### config.mk
export PLATFORM = sky130hd
export DESIGN_NAME = multicycle_controller
export DESIGN_NICKNAME = d
export VERILOG_FILES = /design/src/rtl/mips_ctrl_pkg.sv /design/src/rtl/alu_decoder.sv /design/src/rtl/multicycle_controller.sv
export SDC_FILE = /design/constraint.sdc
export NUM_CORES = 1
export LEC_CHECK = 0
export CAP_MARGIN = 0
export CORE_MARGIN = 8
export CORE_UTILIZATION = 30
export CTS_CLUSTER_SIZE = 28
export DETAILED_ROUTE_END_ITERATION = 8
export PLACE_DENSITY = 0.79
export SLEW_MARGIN = 40
export SYNTH_ARGS = -nofsm -noshare
export SYNTH_HDL_FRONTEND = slang
export SYNTH_HIERARCHICAL = 1
export SYNTH_SLANG_ARGS = --single-unit
export TNS_END_PERCENT = 100
### constraint.sdc
create_clock -name clk -period 1.7 [get_ports clk]
set_input_delay 0.34 -clock clk [delete_from_list [all_inputs] [get_ports clk]]
set_output_delay 0.34 -clock clk [all_outputs]
set_load 0.1 [all_outputs]
### src/rtl/mips_ctrl_pkg.sv
// Shared encodings for the multicycle MIPS control unit: opcodes, functs,
// FSM state codes, ALU operation codes and aluop classes.
package mips_ctrl_pkg;

  localparam logic [5:0] OP_RTYPE = 6'b000000;
  localparam logic [5:0] OP_LW    = 6'b100011;
  localparam logic [5:0] OP_SW    = 6'b101011;
  localparam logic [5:0] OP_BEQ   = 6'b000100;
  localparam logic [5:0] OP_ADDI  = 6'b001000;
  localparam logic [5:0] OP_J     = 6'b000010;

  localparam logic [5:0] FN_ADD = 6'b100000;
  localparam logic [5:0] FN_SUB = 6'b100010;
  localparam logic [5:0] FN_AND = 6'b100100;
  localparam logic [5:0] FN_OR  = 6'b100101;
  localparam logic [5:0] FN_SLT = 6'b101010;

  localparam logic [2:0] ALU_AND  = 3'b000;
  localparam logic [2:0] ALU_OR   = 3'b001;
  localparam logic [2:0] ALU_ADD  = 3'b010;
  localparam logic [2:0] ALU_ZERO = 3'b011;
  localparam logic [2:0] ALU_SUB  = 3'b110;
  localparam logic [2:0] ALU_SLT  = 3'b111;

  localparam logic [1:0] ALUOP_ADD   = 2'b00;
  localparam logic [1:0] ALUOP_SUB   = 2'b01;
  localparam logic [1:0] ALUOP_FUNCT = 2'b10;
  localparam logic [1:0] ALUOP_ZERO  = 2'b11;

  typedef enum logic [3:0] {
    S_FETCH   = 4'd0,
    S_DECODE  = 4'd1,
    S_MEMADR  = 4'd2,
    S_MEMRD   = 4'd3,
    S_MEMWB   = 4'd4,
    S_MEMWR   = 4'd5,
    S_EXECUTE = 4'd6,
    S_ALUWB   = 4'd7,
    S_BRANCH  = 4'd8,
    S_ADDIEX  = 4'd9,
    S_ADDIWB  = 4'd10,
    S_JUMP    = 4'd11
  } state_t;

endpackage

### src/rtl/alu_decoder.sv
// Combinational ALU control decode from aluop class and R-type funct field.
module alu_decoder
  import mips_ctrl_pkg::*;
(
  input  logic [1:0] i_aluop,
  input  logic [5:0] i_funct,
  output logic [2:0] o_alucontrol
);

  always_comb begin
    o_alucontrol = ALU_ZERO;
    case (i_aluop)
      ALUOP_ADD: o_alucontrol = ALU_ADD;
      ALUOP_SUB: o_alucontrol = ALU_SUB;
      ALUOP_FUNCT: begin
        case (i_funct)
          FN_ADD:  o_alucontrol = ALU_ADD;
          FN_SUB:  o_alucontrol = ALU_SUB;
          FN_AND:  o_alucontrol = ALU_AND;
          FN_OR:   o_alucontrol = ALU_OR;
          FN_SLT:  o_alucontrol = ALU_SLT;
          default: o_alucontrol = ALU_ZERO;
        endcase
      end
      default: o_alucontrol = ALU_ZERO;
    endcase
  end

endmodule

### src/rtl/multicycle_controller.sv
// Moore FSM sequencing the multicycle MIPS datapath; enables are gated off
// combinationally while reset_n is low so no partial write can complete.
module multicycle_controller
  import mips_ctrl_pkg::*;
(
  input  logic       clk,
  input  logic       reset_n,
  input  logic [5:0] op,
  input  logic [5:0] funct,
  input  logic       zero,
  output logic       pcen,
  output logic       irwrite,
  output logic       regwrite,
  output logic       memwrite,
  output logic       iord,
  output logic       memtoreg,
  output logic       regdst,
  output logic       alusrca,
  output logic [1:0] alusrcb,
  output logic [1:0] pcsrc,
  output logic [2:0] alucontrol,
  output logic [3:0] state
);

  state_t     r_state;
  state_t     w_next;
  logic       w_pcwrite;
  logic       w_branch;
  logic       w_irwrite;
  logic       w_regwrite;
  logic       w_memwrite;
  logic [1:0] w_aluop;

  always_ff @(posedge clk or negedge reset_n) begin
    if (!reset_n) r_state <= S_FETCH;
    else          r_state <= w_next;
  end

  always_comb begin
    w_next = S_FETCH;
    case (r_state)
      S_FETCH:  w_next = S_DECODE;
      S_DECODE: begin
        case (op)
          OP_LW, OP_SW: w_next = S_MEMADR;
          OP_RTYPE:     w_next = S_EXECUTE;
          OP_BEQ:       w_next = S_BRANCH;
          OP_ADDI:      w_next = S_ADDIEX;
          OP_J:         w_next = S_JUMP;
          default:      w_next = S_FETCH;
        endcase
      end
      S_MEMADR:  w_next = (op == OP_SW) ? S_MEMWR : S_MEMRD;
      S_MEMRD:   w_next = S_MEMWB;
      S_EXECUTE: w_next = S_ALUWB;
      S_ADDIEX:  w_next = S_ADDIWB;
      default:   w_next = S_FETCH;
    endcase
  end

  always_comb begin
    w_pcwrite  = 1'b0;
    w_branch   = 1'b0;
    w_irwrite  = 1'b0;
    w_regwrite = 1'b0;
    w_memwrite = 1'b0;
    w_aluop    = ALUOP_ADD;
    iord       = 1'b0;
    memtoreg   = 1'b0;
    regdst     = 1'b0;
    alusrca    = 1'b0;
    alusrcb    = 2'b00;
    pcsrc      = 2'b00;
    case (r_state)
      S_FETCH: begin
        w_irwrite = 1'b1;
        w_pcwrite = 1'b1;
        alusrcb   = 2'b01;
      end
      S_DECODE: alusrcb = 2'b11;
      S_MEMADR, S_ADDIEX: begin
        alusrca = 1'b1;
        alusrcb = 2'b10;
      end
      S_MEMRD: iord = 1'b1;
      S_MEMWB: begin
        w_regwrite = 1'b1;
        memtoreg   = 1'b1;
      end
      S_MEMWR: begin
        iord       = 1'b1;
        w_memwrite = 1'b1;
      end
      S_EXECUTE: begin
        alusrca = 1'b1;
        w_aluop = ALUOP_FUNCT;
      end
      S_ALUWB: begin
        w_regwrite = 1'b1;
        regdst     = 1'b1;
      end
      S_BRANCH: begin
        alusrca  = 1'b1;
        w_aluop  = ALUOP_SUB;
        pcsrc    = 2'b01;
        w_branch = 1'b1;
      end
      S_ADDIWB: w_regwrite = 1'b1;
      S_JUMP: begin
        pcsrc     = 2'b10;
        w_pcwrite = 1'b1;
      end
      default: ;
    endcase
  end

  alu_decoder u_alu_decoder (
    .i_aluop      (w_aluop),
    .i_funct      (funct),
    .o_alucontrol (alucontrol)
  );

  // reset_n gating makes enables drop the instant reset asserts, not at the next edge
  assign pcen     = reset_n & (w_pcwrite | (w_branch & zero));
  assign irwrite  = reset_n & w_irwrite;
  assign regwrite = reset_n & w_regwrite;
  assign memwrite = reset_n & w_memwrite;
  assign state    = r_state;

endmodule

---- Word level (Yosys, flattened, before mapping) ----
Index checks and enable logic that the tools add are counted.
storage, ports and cells
  register bits ........................... 4
  input bits .............................. 15
  output and inout port bits .............. 19
  word-level logic and storage cells ...... 56
operators by class
  equality and inequality tests ........... 23
  muxes and demuxes ....................... 17
  bitwise logic cells ..................... 6
  reduce and logical (&&, ||, !) cells .... 9
operators with widths
  kind                number
  $eq 6x6->1 const B  7
  $pmux 4 s6          1
  $pmux 4 s5          1
  $eq 4x3->1 const B  4
  $eq 4x4->1 const B  4
  $pmux 3 s5          1
  $mux 1              9
  $pmux 3 s3          1
  $eq 4x2->1 const B  2
  $pmux 2 s2          2
  $reduce_or 2->1     4
  $eq 6x2->1 const B  1
  $eq 6x3->1 const B  1
  $eq 6x4->1 const B  1
  $logic_not 6->1     1
  $pmux 2 s3          1
  $and 1x1->1         5
  $eq 4x1->1 const B  1
  $logic_not 4->1     1
  $reduce_or 4->1     1
  $mux 3              1
  $reduce_or 3->1     1
  $eq 2x1->1 const B  1
  $eq 2x2->1 const B  1
  other kinds (2)     2

---- Depth between registers and ports, before layout ----
Gate-level depths: netlist (run 1).
  word-level depth ........................ 5
  depth in mapped cells ................... 5
  depth with buffers taken out ............ 4

---- Cells and area by module ----
The synthesis (run 1) kept the hierarchy.
by module, submodules not included
  module                 times used  cells each  area each (um^2)  seq. area each (um^2)
  multicycle_controller  1           56          451.7             100.1
  alu_decoder            1           8           66.3              0.0

---- Least setup slack after synthesis (run 1) ----
OpenSTA, ideal clock, no wires.
  path type ............................... register to output
  start ................................... reg r_state[3], in the netlist state[3]
  end ..................................... out pcen
  data arrival time ....................... 4.640 ns
  required time ........................... 1.360 ns
  path slack .............................. -3.280 ns
  cell stages (with the launch flop) ...... 5
  buffers on the path ..................... 1
  cells stage by stage .................... dfrtp_1 buf_2 nor4b_2 a21oi_1 o21bai_1
between the ends
  longest elaborated chain between the ends .. 5
  elaborated cells on any way between the ends .. 9
  those cells by class .................... eq/ne: 2; mux: 2; bitwise: 3; reduce/logical: 2
ends and longest elaborated chain
  item                                                 line                                                       text
  from (decl)                                          multicycle_controller.sv:25                                state_t r_state;
  from (signal assigned)                               multicycle_controller.sv:36                                else r_state <= w_next;
  $eq 4x4->1 or $logic_not 4->1 (tied branches)        multicycle_controller.sv:74                                case (r_state)
  $reduce_or 2->1 (no line) or $mux 1 (tied branches)  n/a
  $mux 1 or $and 1x1->1 (tied branches)                multicycle_controller.sv:74, multicycle_controller.sv:124
  $or 1x1->1 *                                         multicycle_controller.sv:124                               assign pcen = reset_n & (w_pcwrite | (w_branch & zero));
  $and 1x1->1 *                                        multicycle_controller.sv:124
  to (decl)                                            multicycle_controller.sv:11                                output logic pcen,
Every way passes the cells marked *; elsewhere a longest branch is shown, timed or not.

---- Worst setup path in the final report (run 1) ----
  start ................................... reg r_state[0], in the netlist state[0]
  end ..................................... out alucontrol[2]
between the ends
  longest elaborated chain between the ends .. 4
  elaborated cells on any way between the ends .. 7
  those cells by class .................... eq/ne: 4; mux: 2; reduce/logical: 1
ends and longest elaborated chain
  item                                      line                         text
  $eq 4x4->1 or $eq 4x3->1 (tied branches)  multicycle_controller.sv:74
  $pmux 2 s2 *                              multicycle_controller.sv:74
  via w_aluop[1]                            multicycle_controller.sv:32  logic [1:0] w_aluop;
  $eq 2x2->1 (tied with other cells)        alu_decoder.sv:12            case (i_aluop)
  $pmux 3 s3 *                              alu_decoder.sv:12
  to (decl)                                 multicycle_controller.sv:21  output logic [2:0] alucontrol,
The timed path passes the listed nets; every way through them passes the cells marked *.

==> results of run 1 <==
[Yosys cell counts, types with 2 or more instances]
cell,number
o22ai_1,2
a211o_1,2
inv_1,2
dfrtp_1,4
nor4b_2,2
xor2_1,3
nor2_1,6
a21oi_1,2
nor3_1,5
buf_2,2
and4b_1,2
o21ai_0,2
nand2b_1,4
nand2_1,2
[stage by stage]
stage / total power, mW / utilization [%] / cell area [µm²]
after CTS: 2.62 / 91.0 / 1520
after global placement: 2.28 / 82.4 / 1380
after detailed placement: 2.31 / 82.4 / 1380
after floorplan: 1.54 / - / 707
final: 2.78 / 93.9 / 1570
after global routing: 2.85 / 93.9 / 1570
[cell families (layout without fill, tap and decap cells)]
family / Yosys count / in the layout / share of synthesized area [%]
compound gates: 17 / 17 / 23.9
xor+xnor: 4 / 4 / 6.76
flops: 4 / 4 / 19.3
simple gates: 32 / 32 / 42.3
buf+inv: 7 / 75 / 7.73
[final timing paths]
kind	startpoint	to	slack, ns	cells after the start
max in group asynchronous	reset_n	state[2]$_DFF_PN0_	1.15	2
min in group clk	state[2]$_DFF_PN0_	state[0]$_DFF_PN0_	0.77	2
setup reg to reg	state[1]$_DFF_PN0_	state[2]$_DFF_PN0_	0.22	6
hold / removal	reset_n	state[3]$_DFF_PN0_	0.42	2
setup / recovery	state[0]$_DFF_PN0_	alucontrol[2]	-0.34	5
hold reg to reg	state[2]$_DFF_PN0_	state[0]$_DFF_PN0_	0.77	2
[area by class of cell]
type	count	share of cell area [%]
inverters	3	0.878
flip-flops and latches	4	7.34
multi-input cells	53	36.9
clock buffers	3	1.44
repair buffers	69	52.1
well taps	17	1.36
[timing repair]
| action | in CTS | in global routing |
|---|---|---|
| gates resized for setup | 12 | 4 |
| pin swaps | 13 | 6 |
| cloned | 0 | 0 |
| endpoints found under the setup margin | 15 | 15 |
| buffers inserted | 9 | 4 |
[per-layer routing]
layer	part of all wire [%]	vias to the layer above	wire length (µm)
li1	-	385	-
met1	34	447	1170
met2	53	63	1850
met3	7.7	18	267
met4	5.5	0	193
met5	0	-	0
[power by group through the flow]
stage / registers, mW / clock network, mW / logic, mW
6_report: 0.224 / 0.127 / 2.43
5_1_grt: 0.227 / 0.132 / 2.49
4_1_cts: 0.221 / 0.125 / 2.28
3_5_place_dp: 0.211 / 0 / 2.10
3_3_place_gp: 0.208 / 0 / 2.07
2_1_floorplan: 0.428 / 0 / 1.12
[worst max-delay path, cell delays in order, from the launching register on]
cell and delay [ns]:
dfrtp_4 0.51, nand2b_4 0.18, nor2_4 0.10, nand4bb_1 0.15, o32ai_4 0.29, buf_12 0.22
==> results.md, run 1 <==
- Avg Synthesized Cell Area: approximately 8 µm²
- Post-synth ARST share: 100%
- Maximum fanout along the worst path: 4
- Max clock buf depth: 2
- Clock power frac: approximately 4.6%
- Layout cells sized above 1: ~65%
- Drt drc: 0
- Die height: roughly 58 µm
- Post-synth cell types: 38
- Register bit total from synthesis: 4
- Post-DP HPWL: around 2100 µm
- Post-DR wirelength/cell: between 20 and 25 µm
- Final period utilization: 120%
- Gate power share: between 80% and 90%
- Fmax: about 0.5 GHz
- Final hold slack: about 0.42 ns
- Switch share: around 56%
- Register clock-pin slew on the reported worst setup and hold paths: ~0.040 ns
- CP Class: reg2out
- GPL Wtd Cong: around 0.88
- Cell Pwr Density: between 1500 and 2000 nW/µm²
- GRT met2 Usage: between 30% and 40%
- Actual slew at the worst max-slew pin: approximately 0.37 ns
- Sequential area share after synthesis: between 15 and 20%
- Total wire length: roughly 3500 µm
- I/O pin cnt: 34
- Final non-filler cell total: about 150
- Largest net degree at the start of global routing: 10
- Top post-synthesis cells by area: dfrtp_1 19%, nor4b_2 5.8%, xor2_1 5.1%
- Max VDD drop: about 0.0019 V
- Synthesis-to-finish area growth: 203%
- Synth top area share: between 10% and 20%
- Core ar.: ~1700 µm²
- Internal power: 1.23 mW
- Failing checks: setup timing
- Max_slew headroom: 75.0%
- Initial Util: a little under a third
- CTS Sinks: 4
- Fillers: between 40 and 50
- Detailed Route Iter0 Violations: 40
- Cells after Synth: 64
- Max reg flops: 4
- Initial antenna violation count: 0
- Global route hottest layer: met2
- Clk_skew: ~0.0091 ns
- N_diodes: 0
- Post-synth EDFFs: 0
- RSZ-0062 raised after global routing: true
- Yosys warning count: 6
- Final min period: about 2.0 ns
- Most frequent cells in the layout: 30 x buf_4, 19 x buf_12, 14 x clkdlybuf4s50_1, 5 x buf_6
- Switch Pwr: around 1.6 mW
- Reg area: 115 µm²
- Setup-failing EPs final: 15
- Cell type with the largest total area after synthesis: dfrtp_1
- Syn Nets: 79
- Multi-input gate area: 578 µm²
- Leakage: approximately 0.63 nW
- Max-cap violations: 0
- Post-Place Cells: about 130
- CTS Buf Count: 3
- Nets@finish: between 100 and 150
- Setup WS pre-CTS: -0.282 ns
- Crit path capture type: primary output
- Setup_tns: -3.35 ns
- Congestion Overflow GR: 0
- Die Span X: 57.6 µm
- Vias per cell: about 6
- Commonest non-fill, non-tap cell in the layout: buf_4
- Final ANT Viol Nets: 0
- Met3 Usage GRT: between 4 and 5%
- Die Area: roughly 3300 µm²
- Post-CTS Hold Buffers: 0
- Final critical-path setup slack: -0.343 ns
- Mapped cell area: approximately 520 µm²
- Vias in the first global route: approximately 940
- Clock insertion delay at the later pin of the skew report: around 0.25 ns
- CP Launch Type: flop
- H-tree Lvls: 1
- Arr. time, crit path: 1.70 ns
- Pre-antenna DRT Iters: 4
- First-pass GRT wire length: 5050 µm
- Port Buf Inserts: 33
- Hold Vio Cnt, Final: 0
- Via count: 913
- Gr usage total: 19.8%
- Reg power frac: just over 8%
- Worst EP required: 1.36 ns
- Met1 Use GR: 19.1%
- Worst hold path type: in2async
- Top_reg_cell synth: dfrtp_1
- Cell Rows: 15
- CTS tree: done
- Clock Tree Root: clkbuf_4
- Max-slew violations: 0
- Status: finished, violations left
No activity file was read; power rests on OpenSTA's default activity.
==> run 2: changes to the inputs <==
--- a/config.mk
+++ b/config.mk
@@ -8,9 +8,10 @@
 export CAP_MARGIN = 0
 export CORE_MARGIN = 8
 export CORE_UTILIZATION = 30
+export CTS_CLUSTER_DIAMETER = 40
 export CTS_CLUSTER_SIZE = 28
 export DETAILED_ROUTE_END_ITERATION = 8
-export PLACE_DENSITY = 0.79
+export PLACE_DENSITY = 0.69
 export SLEW_MARGIN = 40
 export SYNTH_ARGS = -nofsm -noshare
 export SYNTH_HDL_FRONTEND = slang
==> run 2 against run 1 <==
The flow still finishes with violations (setup timing). Sequential share of layout area is 0.39 points higher. Hold slack better by 0.013 ns. Critical path depth unchanged. Via count shrank 12%. First-iteration DRC count fell by 33%. Register-to-register slack improved by 0.07 ns. Clock skew grew 0.00080 ns. Total power is 6.2% lower. Sequential power up 5%. Non-clock buffer count is 11 lower. Clock power is 4% higher. Design area is 5.0% lower. Critical endpoint unchanged. Largest cell class unchanged.
==> results.md, run 2 (synthesized netlist as in run 1, its figures left out) <==
- Leakage: 0.580 nW
- Total wire length: 2760 µm
- Vias per cell: just under 6
- Crit path capture type: primary output
- Clock Tree Root: clkbuf_4
- Layout cells sized above 1: approximately 63%
- I/O pin cnt: 34
- Initial Util: a little under a third
- Max-slew violations: 0
- Finished layout cell area: 1490 µm²
- Commonest non-fill, non-tap cell in the layout: buf_12
- Max_slew headroom: ~80%
- R2r setup slk: a little under 0.3 ns
- CP Launch Type: flop
- Final period utilization: 124%
- Synthesis-to-finish area growth: 187%
- Cell Pwr Density: around 1800 nW/µm²
- Setup-failing EPs final: 15
- Largest net degree at the start of global routing: 11
- CP bufs+invs: 1
- CP peak stage delay: 0.51 ns
- Post-DP HPWL: ~1800 µm
- Pre-antenna DRT Iters: 4
- Fillers: 70
- Port Buf Inserts: 33
- CTS Buf Count: 3
- Die Span X: 57.6 µm
- Reg2reg start: state[0]$_DFF_PN0_
- Initial antenna violation count: 0
- Die height: between 50 and 60 µm
- Max reg flops: 4
- Nets@finish: between 100 and 150
- Max clock buf depth: 2
- Failing checks: setup timing
- CP top delay family: flip-flops
- Setup_tns: -3.50 ns
- Max-cap violations: 0
- Most frequent cells in the layout: 19 x buf_12, 18 x buf_4, 14 x clkdlybuf4s50_1, 6 x buf_6
- Final core occ: 89.1%
- Drt drc: 0
- Maximum fanout along the worst path: 5
- Final non-filler cell total: between 100 and 150
- Register clock-pin slew on the reported worst setup and hold paths: ~0.040 ns
- Clock insertion delay at the later pin of the skew report: 0.26 ns
- Vias in the first global route: 834
- Cell Rows: 15
- Final critical-path setup slack: -0.410 ns
- Critical path's slowest cell: dfrtp_4
- Reg-to-reg endpoint: state[1]$_DFF_PN0_
- Cell Area, Placed: approximately 1400 µm²
- Core ar.: 1670 µm²
- N_diodes: 0
- Total Power: 2.61 mW
- Post-DR wirelength/cell: 20.0 µm
- H-tree Lvls: 1
- Worst-case reg-to-reg path depth: 4
- Post-Place Cells: roughly 130
- Worst EP required: around 1.4 ns
- Hold Vio Cnt, Final: 0
- Status: finished, violations left
- Die Area: about 3300 µm²
- GPL Wtd Cong: between 0.8 and 0.9
- First-pass GRT wire length: 4020 µm
- RSZ-0062 raised after global routing: true
- Congestion Overflow GR: 0
- Detailed Route Iter0 Violations: 27
- Via count: 808
- CTS Sinks: 4
- CTS tree: done
- Final hold slack: roughly 0.44 ns
- Crit-path cells: nand2b_4 > nor2_4 > nand4bb_1 > o32ai_4 > buf_12
- Actual slew at the worst max-slew pin: about 0.29 ns
- Setup WS pre-CTS: -0.270 ns
- Gr usage total: between 15 and 20%
- Worst hold path type: in2async
- Clk_skew: about 0.01 ns
- Fmax: 0.474 GHz
- Final min period: ~2.1 ns
- Max VDD drop: 0.00168 V
- Arr. time, crit path: 1.77 ns
- CP Class: reg2out
- Final ANT Viol Nets: 0
-- run 2: repair_timing --
item,4_1_cts,5_1_grt
gates resized for setup,5,13
setup buffers,3,2
endpoints found under the setup margin,15,15
cloned,0,0
pin swaps,7,7
hold buffers,0,0
-- run 2: where the power goes --
part,leakage [nW],switching (mW),internal [mW],total [mW]
sequential,0.0464,0.0897,0.145,0.235
clock,0.0138,0.0518,0.0798,0.132
combinational,0.519,1.35,0.893,2.24
-- run 2: layer usage --
layer  track usage [%]  share of wire [%]  routed length, µm
met3              2.91                6.1                169
met2              29.3                 54               1490
met4              8.57                3.4                 94
met1              15.7                 36               1010
met5                 0                  0                  0
-- run 2: cell type report --
cell class	count	area (µm²)	area share [%]
clock buffer	3	22.5	1.51
sequential	4	115	7.73
tap	17	21.3	1.43
inverter	3	13.8	0.924
multi-input combinational	53	578	38.8
timing repair buffer	58	738	49.6
-- run 2: worst max-delay path by stage --
stage               endpoint  slack [ns]  cells past startpoint          startpoint
3_3_place_gp   alucontrol[0]       -0.24                      4            funct[2]
4_1_cts        alucontrol[2]       -0.31                      5  state[0]$_DFF_PN0_
3_5_place_dp   alucontrol[0]       -0.27                      4            funct[2]
2_1_floorplan           pcen       -1.24                      4  state[3]$_DFF_PN0_
5_1_grt        alucontrol[2]       -0.43                      5  state[0]$_DFF_PN0_
6_report       alucontrol[2]       -0.41                      5  state[0]$_DFF_PN0_
